--- src/rtl/seven_seg_pkg.sv ---
// Shared types and active-low segment patterns for the multiplexed seven-segment driver.
package seven_seg_pkg;

   typedef logic [6:0] seg_t;
   typedef logic [3:0] nibble_t;

   localparam seg_t SEG_OFF = 7'h7F;

   // Index is the hex value; bit order {g,f,e,d,c,b,a}, 0 = segment lit.
   localparam seg_t SEG_LUT [16] = '{
      7'h40, 7'h79, 7'h24, 7'h30, 7'h19, 7'h12, 7'h02, 7'h78,
      7'h00, 7'h10, 7'h08, 7'h03, 7'h46, 7'h21, 7'h06, 7'h0E
   };

endpackage

--- src/rtl/seven_seg_decoder.sv ---
// Combinational hex nibble to active-low seven-segment pattern.
module seven_seg_decoder
   import seven_seg_pkg::*;
(
   input  nibble_t nibble,
   output seg_t    seg
);

   assign seg = SEG_LUT[nibble];

endmodule

--- src/rtl/seven_seg_mux.sv ---
// N-digit time-multiplexed seven-segment scanner with dead time and per-digit blanking.
// Define SEVEN_SEG_LZ_SUPPRESS_EN to also blank leading zeros (digit 0 always shown).
module seven_seg_mux
   import seven_seg_pkg::*;
#(
   parameter int unsigned NUM_DIGITS  = 2,
   parameter int unsigned SLOT_CYCLES = 24000,
   parameter int unsigned DEAD_CYCLES = 240
) (
   input  logic                      clk,
   input  logic                      reset,
   input  logic [4*NUM_DIGITS-1:0]   digits,
   input  logic [NUM_DIGITS-1:0]     blank,
   output logic [6:0]                seg,
   output logic [NUM_DIGITS-1:0]     anode,
   output logic                      frame
);

   localparam int unsigned CW = $clog2(SLOT_CYCLES);
   localparam int unsigned IW = (NUM_DIGITS > 1) ? $clog2(NUM_DIGITS) : 1;
   localparam logic [CW-1:0] CNT_LAST = CW'(SLOT_CYCLES - 1);
   localparam logic [IW-1:0] IDX_LAST = IW'(NUM_DIGITS - 1);

   logic [CW-1:0]         cnt_q, cnt_d;
   logic [IW-1:0]         idx_q, idx_d;
   nibble_t               nibble_q, nibble_d;
   logic                  blank_q, blank_d;
   logic [NUM_DIGITS-1:0] blank_eff;
   logic                  dead_done;
   logic                  active;
   seg_t                  seg_dec;

`ifdef SEVEN_SEG_LZ_SUPPRESS_EN
   logic [NUM_DIGITS-1:0] lz;

   // Walk from the most significant digit down; a digit is a leading zero while
   // it and everything above it are zero.
   always_comb begin
      logic all_zero;
      all_zero = 1'b1;
      lz       = '0;
      for (int k = int'(NUM_DIGITS) - 1; k >= 0; k--) begin
         all_zero = all_zero & (digits[4*k +: 4] == 4'h0);
         if (k > 0) lz[k] = all_zero;
      end
   end

   assign blank_eff = blank | lz;
`else
   assign blank_eff = blank;
`endif

   always_comb begin
      cnt_d    = cnt_q + 1'b1;
      idx_d    = idx_q;
      nibble_d = nibble_q;
      blank_d  = blank_q;
      if (cnt_q == CNT_LAST) begin
         cnt_d = '0;
         idx_d = (idx_q == IDX_LAST) ? '0 : idx_q + 1'b1;
         // Inputs are sampled only here, for the digit whose slot is starting.
         for (int k = 0; k < int'(NUM_DIGITS); k++) begin
            if (idx_d == IW'(k)) begin
               nibble_d = digits[4*k +: 4];
               blank_d  = blank_eff[k];
            end
         end
      end
   end

   // Reset parks the scan on the last cycle of the last digit so the first
   // edge after release starts slot 0.
   always_ff @(posedge clk) begin
      if (reset) begin
         cnt_q    <= CNT_LAST;
         idx_q    <= IDX_LAST;
         nibble_q <= '0;
         blank_q  <= 1'b1;
      end else begin
         cnt_q    <= cnt_d;
         idx_q    <= idx_d;
         nibble_q <= nibble_d;
         blank_q  <= blank_d;
      end
   end

   generate
      if (DEAD_CYCLES == 0) begin : g_no_dead
         assign dead_done = 1'b1;
      end else begin : g_dead
         assign dead_done = (cnt_q >= CW'(DEAD_CYCLES));
      end
   endgenerate

   assign active = dead_done & ~blank_q;

   seven_seg_decoder u_decoder (
      .nibble (nibble_q),
      .seg    (seg_dec)
   );

   always_comb begin
      seg   = SEG_OFF;
      anode = '1;
      if (active) begin
         seg   = seg_dec;
         anode = ~(NUM_DIGITS'(1) << idx_q);
      end
   end

   assign frame = (idx_q == '0) && (cnt_q == '0);

endmodule

--- config.mk ---
export PLATFORM = sky130hd
export DESIGN_NAME = seven_seg_mux
export DESIGN_NICKNAME = d
export VERILOG_FILES = /design/src/rtl/seven_seg_pkg.sv /design/src/rtl/seven_seg_decoder.sv /design/src/rtl/seven_seg_mux.sv
export SDC_FILE = /design/constraint.sdc
export NUM_CORES = 1
export LEC_CHECK = 0
export BUFFER_PORTS_ARGS = -buffer_cell sky130_fd_sc_hd__buf_2
export CAP_MARGIN = 15
export CORE_UTILIZATION = 59
export DETAILED_ROUTE_END_ITERATION = 8
export HOLD_SLACK_MARGIN = 0.02
export PLACE_DENSITY = 0.83
export SLEW_MARGIN = 15
export SYNTH_ARGS = -nofsm -noshare
export SYNTH_HDL_FRONTEND = slang
export SYNTH_SLANG_ARGS = --single-unit
export TNS_END_PERCENT = 100
--- constraint.sdc ---
create_clock -name clk -period 2.9 [get_ports clk]
set_clock_uncertainty 0.2 [all_clocks]
set_input_delay 0.725 -clock clk [delete_from_list [all_inputs] [get_ports clk]]
set_output_delay 0.725 -clock clk [all_outputs]
set_load 0.02 [all_outputs]
==> impl_results.html <==
<table>
<tr><th>Metric</th><th>Value</th></tr>
<tr><th colspan="2">Cells and area</th></tr>
<tr><td>Most common cell after layout, fill and taps aside</td><td>buf_2</td></tr>
<tr><td>Area of the multi-input gates</td><td>910 um2</td></tr>
<tr><td>Reg area</td><td>approximately 430 um2</td></tr>
<tr><td>Area growth, synth to finish</td><td>16.6%</td></tr>
<tr><td>Fraction of final layout cells with drive strength greater than 1</td><td>a little over a quarter</td></tr>
<tr><td>Net count reported at finish</td><td>about 190</td></tr>
<tr><td>Commonest non-fill, non-tap cells in the layout</td><td>buf_2 (21), dfxtp_1 (19), nand2_1 (11)</td></tr>
<tr><td>Fill cell instance count of the final layout</td><td>about 160</td></tr>
<tr><td>Diode count</td><td>0</td></tr>
<tr><th colspan="2">Placed design</th></tr>
<tr><td>Port Buffer Count</td><td>21</td></tr>
<tr><td>Minimum setup slack after placement</td><td>about 0.21 ns</td></tr>
<tr><td>Half-perimeter wire length after placement</td><td>approximately 2000 um</td></tr>
<tr><td>RePlAce Congestion</td><td>~0.86</td></tr>
<tr><th colspan="2">Synth</th></tr>
<tr><td>Post-synth EDFFs</td><td>0</td></tr>
<tr><td>Total of warnings raised by yosys</td><td>0</td></tr>
<tr><td>Post-Synthesis Mean Instance Area</td><td>9.09 um2</td></tr>
<tr><td>Ranking of synthesized cells by area</td><td>dfxtp_1 (31%), ha_1 (7.5%), o21bai_1 (5.6%)</td></tr>
<tr><td>Seq cells post-synth</td><td>21</td></tr>
<tr><td>Mapped Nets</td><td>between 150 and 200</td></tr>
<tr><td>Sequential area share after synthesis</td><td>31.5%</td></tr>
<tr><td>Library cell with the largest summed area after synthesis</td><td>dfxtp_1</td></tr>
<tr><td>Fraction of synthesis flops using an asynchronous set or reset pin</td><td>0%</td></tr>
<tr><td>Post-Synthesis Cells</td><td>147</td></tr>
<tr><td>Mapped Area</td><td>~0.0013 mm2</td></tr>
<tr><td>Number of distinct library cell variants in the gate-level netlist after synthesis</td><td>34</td></tr>
<tr><td>Top-area cell type share of the netlist area</td><td>between 30% and 40%</td></tr>
<tr><td>Most used DFF post-synth</td><td>dfxtp_1</td></tr>
<tr><th colspan="2">Die</th></tr>
<tr><td>Area enclosed by the die boundary</td><td>approximately 0.0025 mm2</td></tr>
<tr><td>Horizontal die dimension</td><td>approximately 50 um</td></tr>
<tr><td>Effective utilization at floorplan</td><td>65.4%</td></tr>
<tr><td>Die H</td><td>slightly below 50 um</td></tr>
<tr><td>IO Count</td><td>22</td></tr>
<tr><td>Rows</td><td>16</td></tr>
<tr><td>Area of the placeable core</td><td>0.00204 mm2</td></tr>
<tr><th colspan="2">Route</th></tr>
<tr><td>DRT Pass-1 Iters</td><td>4</td></tr>
<tr><td>Routed via count</td><td>1197</td></tr>
<tr><td>Via-to-Cell Ratio</td><td>about 6.0</td></tr>
<tr><td>DRC violation total after the first TritonRoute iteration</td><td>62</td></tr>
<tr><td>Antenna-violating nets left</td><td>0</td></tr>
<tr><td>DRC viols</td><td>0</td></tr>
<tr><td>Detailed-route wire length</td><td>3010 um</td></tr>
<tr><td>Wirelength per Cell</td><td>15.2 um</td></tr>
<tr><th colspan="2">Setup path</th></tr>
<tr><td>Setup Crit Path Kind</td><td>reg2out</td></tr>
<tr><td>Critical-path maximum fanout</td><td>5</td></tr>
<tr><td>Number of cells on the worst reg-to-reg path</td><td>5</td></tr>
<tr><td>Flop-to-flop setup slack</td><td>between 0.6 and 0.7 ns</td></tr>
<tr><td>Data arrival time of the critical path</td><td>about 1.9 ns</td></tr>
<tr><td>Sort of element at the start of the critical path</td><td>flip-flop</td></tr>
<tr><td>Required arrival time at the worst endpoint</td><td>between 1.5 and 2 ns</td></tr>
<tr><td>Chain of cells forming the critical path</td><td>or4_4, nor4_4, buf_4, a21oi_4, o211ai_1, buf_2</td></tr>
<tr><td>Max stage delay on crit path</td><td>roughly 0.53 ns</td></tr>
<tr><td>Crit. End Element</td><td>output pin</td></tr>
<tr><td>R2r startpoint</td><td>cnt_q[0]$_SDFF_PP1_</td></tr>
<tr><td>Destination of the worst register-to-register timing path</td><td>blank_q$_SDFFE_PP1N_</td></tr>
<tr><td>Critical path's slowest cell</td><td>or4_4</td></tr>
<tr><th colspan="2">CTS</th></tr>
<tr><td>Clock tree from TritonCTS</td><td>yes</td></tr>
<tr><td>Clock Sink Count</td><td>21</td></tr>
<tr><td>Depth of the CTS H-tree</td><td>1</td></tr>
<tr><td>Clock slew seen by the registers of the worst setup and hold paths</td><td>0.12 ns</td></tr>
<tr><td>Insertion delay of the later-clocked pin in the worst-skew pair</td><td>0.31 ns</td></tr>
<tr><td>Maximum buffer depth of the clock tree</td><td>2</td></tr>
<tr><td>Total clock buffers created by CTS</td><td>3</td></tr>
<tr><td>CTS Root Cell</td><td>clkbuf_4</td></tr>
<tr><td>Number of buffers inserted by hold repair at cts</td><td>0</td></tr>
<tr><th colspan="2">Power and ir drop</th></tr>
<tr><td>Power density of the placed cells</td><td>approximately 1000 mW/mm2</td></tr>
<tr><td>Maximum vdd ir drop</td><td>about 0.65 mV</td></tr>
<tr><td>Leakage component of the power</td><td>roughly 0.62 nW</td></tr>
<tr><th colspan="2">STA</th></tr>
<tr><td>Worst slew pin tran</td><td>0.710 ns</td></tr>
<tr><td>Final Hold Violating Endpoints</td><td>0</td></tr>
<tr><td>Final Hold Slack</td><td>about 0.35 ns</td></tr>
<tr><td>Post-layout worst setup margin</td><td>0.102 ns</td></tr>
<tr><td>Unrepaired setup endpoints after global routing</td><td>false</td></tr>
<tr><td>Achievable frequency</td><td>between 300 and 400 MHz</td></tr>
<tr><td>Number of setup violations in the final report</td><td>0</td></tr>
<tr><td>Setup total negative slack</td><td>0 ns</td></tr>
<tr><td>Final critical-path share of the clock period</td><td>a little over nine tenths</td></tr>
<tr><td>Minimum clock period</td><td>~2.8 ns</td></tr>
<tr><td>Tightest slew margin relative to the limit</td><td>between 50% and 60%</td></tr>
<tr><td>Max Slew Vio Count</td><td>0</td></tr>
<tr><th colspan="2">Min path</th></tr>
<tr><td>Hold Path Depth</td><td>1</td></tr>
<tr><td>Critical hold path startpoint</td><td>cnt_q[0]$_SDFF_PP1_</td></tr>
<tr><td>Worst Hold Class</td><td>reg2reg</td></tr>
<tr><td>Destination of the worst hold path</td><td>cnt_q[0]$_SDFF_PP1_</td></tr>
<tr><th colspan="2">Global routing</th></tr>
<tr><td>Vias in the first global route</td><td>1122</td></tr>
<tr><td>First-pass GRT wire length</td><td>5200 um</td></tr>
<tr><td>Maximum number of pins on one net before global-route repair</td><td>22</td></tr>
<tr><td>Initial antenna violation count</td><td>0</td></tr>
<tr><td>Global-route usage over all layers</td><td>between 20 and 30%</td></tr>
<tr><td>Global-route congestion overflow total</td><td>0</td></tr>
<tr><th colspan="2">Run status</th></tr>
<tr><td>Run status</td><td>complete, no violations</td></tr>
<tr><th colspan="2">Job</th></tr>
<tr><td>Max_cap viols</td><td>0</td></tr>
</table>
sequential cells by signal (all words and copies together), names as in the netlist:
signal    flops
idx_q         1
nibble_q      4
cnt_q        15
blank_q       1
synthesized netlist by cell type (2+ instances only):
master	n
dfxtp_1	21
nand2_1	11
o21bai_1	10
ha_1	8
clkbuf_1	7
nor2_1	7
xnor2_1	7
xor2_1	7
mux2_2	6
nand2b_1	6
o211ai_1	6
inv_1	5
mux2i_1	5
nand3_1	5
nand4_1	4
nor3_1	4
a21oi_1	3
nor4_1	3
and3_1	2
and4_1	2
nand3b_1	2
nor2b_1	2
o21a_1	2
or4_1	2
metrics by stage:
step                      area, um2  power [mW]  cells  utilization, %
after CTS                      1520        1.59    195            74.6
final                          1560        1.63    198            76.3
after global routing           1560        1.76    198            76.3
after floorplan                1340        1.23    147               -
after detailed placement       1450        1.42    188            71.0
after global placement         1450        1.38    188            71.0
metal layers:
| layer | part of all wire, % | routed length [um] | vias to the layer above | global-route usage (%) |
|---|---|---|---|---|
| li1 | - | - | 579 | - |
| met1 | 43 | 1290 | 564 | 32.8 |
| met2 | 51 | 1530 | 48 | 48.4 |
| met3 | 4.8 | 145 | 6 | 5.25 |
| met4 | 1.6 | 47 | 0 | 10.5 |
| met5 | 0 | 0 | - | 0 |
report_power, final:
part	leakage, nW	switching (mW)	internal [mW]
clock	0.0177	0.0879	0.0515
sequential	0.174	0.229	0.406
combinational	0.426	0.476	0.378
total	0.617	0.793	0.836
kinds of logic after synthesis:
| family | after synthesis | synth area share [%] |
|---|---|---|
| DFF | 21 | 31.5 |
| adders and majority gates | 8 | 7.49 |
| AOI/OAI and AO/OA | 24 | 12.8 |
| muxes | 11 | 8.80 |
| and+or+nand+nor | 57 | 26.9 |
| buffers and inverters | 12 | 3.37 |
| xor gates and xnor gates | 14 | 9.18 |
critical path, delay by kind of cell (launching register included):
| kind | cells | cell delay [ns] |
|---|---|---|
| and+or+nand+nor | 2 | 0.66 |
| DFF | 1 | 0.36 |
| buffers and inverters | 2 | 0.38 |
| AOI/OAI and AO/OA | 2 | 0.18 |
layout make-up:
class | instances | area share [%]
clock inverter | 1 | 0.321
clock buffer | 3 | 1.45
tap | 27 | 2.17
sequential | 21 | 27.3
timing repair buffer | 26 | 9.16
inverter | 5 | 1.20
multi-input combinational | 115 | 58.4
worst max-delay path by stage:
stage          slack [ns]            startpoint  endpoint
2_1_floorplan        0.46   cnt_q[9]$_SDFF_PP0_    seg[0]
3_3_place_gp         0.32   cnt_q[9]$_SDFF_PP0_    seg[2]
3_5_place_dp         0.21   cnt_q[9]$_SDFF_PP0_    seg[0]
4_1_cts              0.01  cnt_q[12]$_SDFF_PP1_    seg[0]
5_1_grt              0.04  cnt_q[12]$_SDFF_PP1_    seg[5]
6_report             0.10   cnt_q[9]$_SDFF_PP0_    seg[0]
repair_timing:
| action | 4_1_cts | 5_1_grt |
|---|---|---|
| setup endpoints to repair | 9 | 10 |
| pin swaps | 3 | 2 |
| cloned | 1 | 0 |
| buffers inserted | 2 | 3 |
| hold endpoints to repair | 0 | 0 |
| resized for setup | 7 | 2 |
Power figures use the tool's default switching activity.
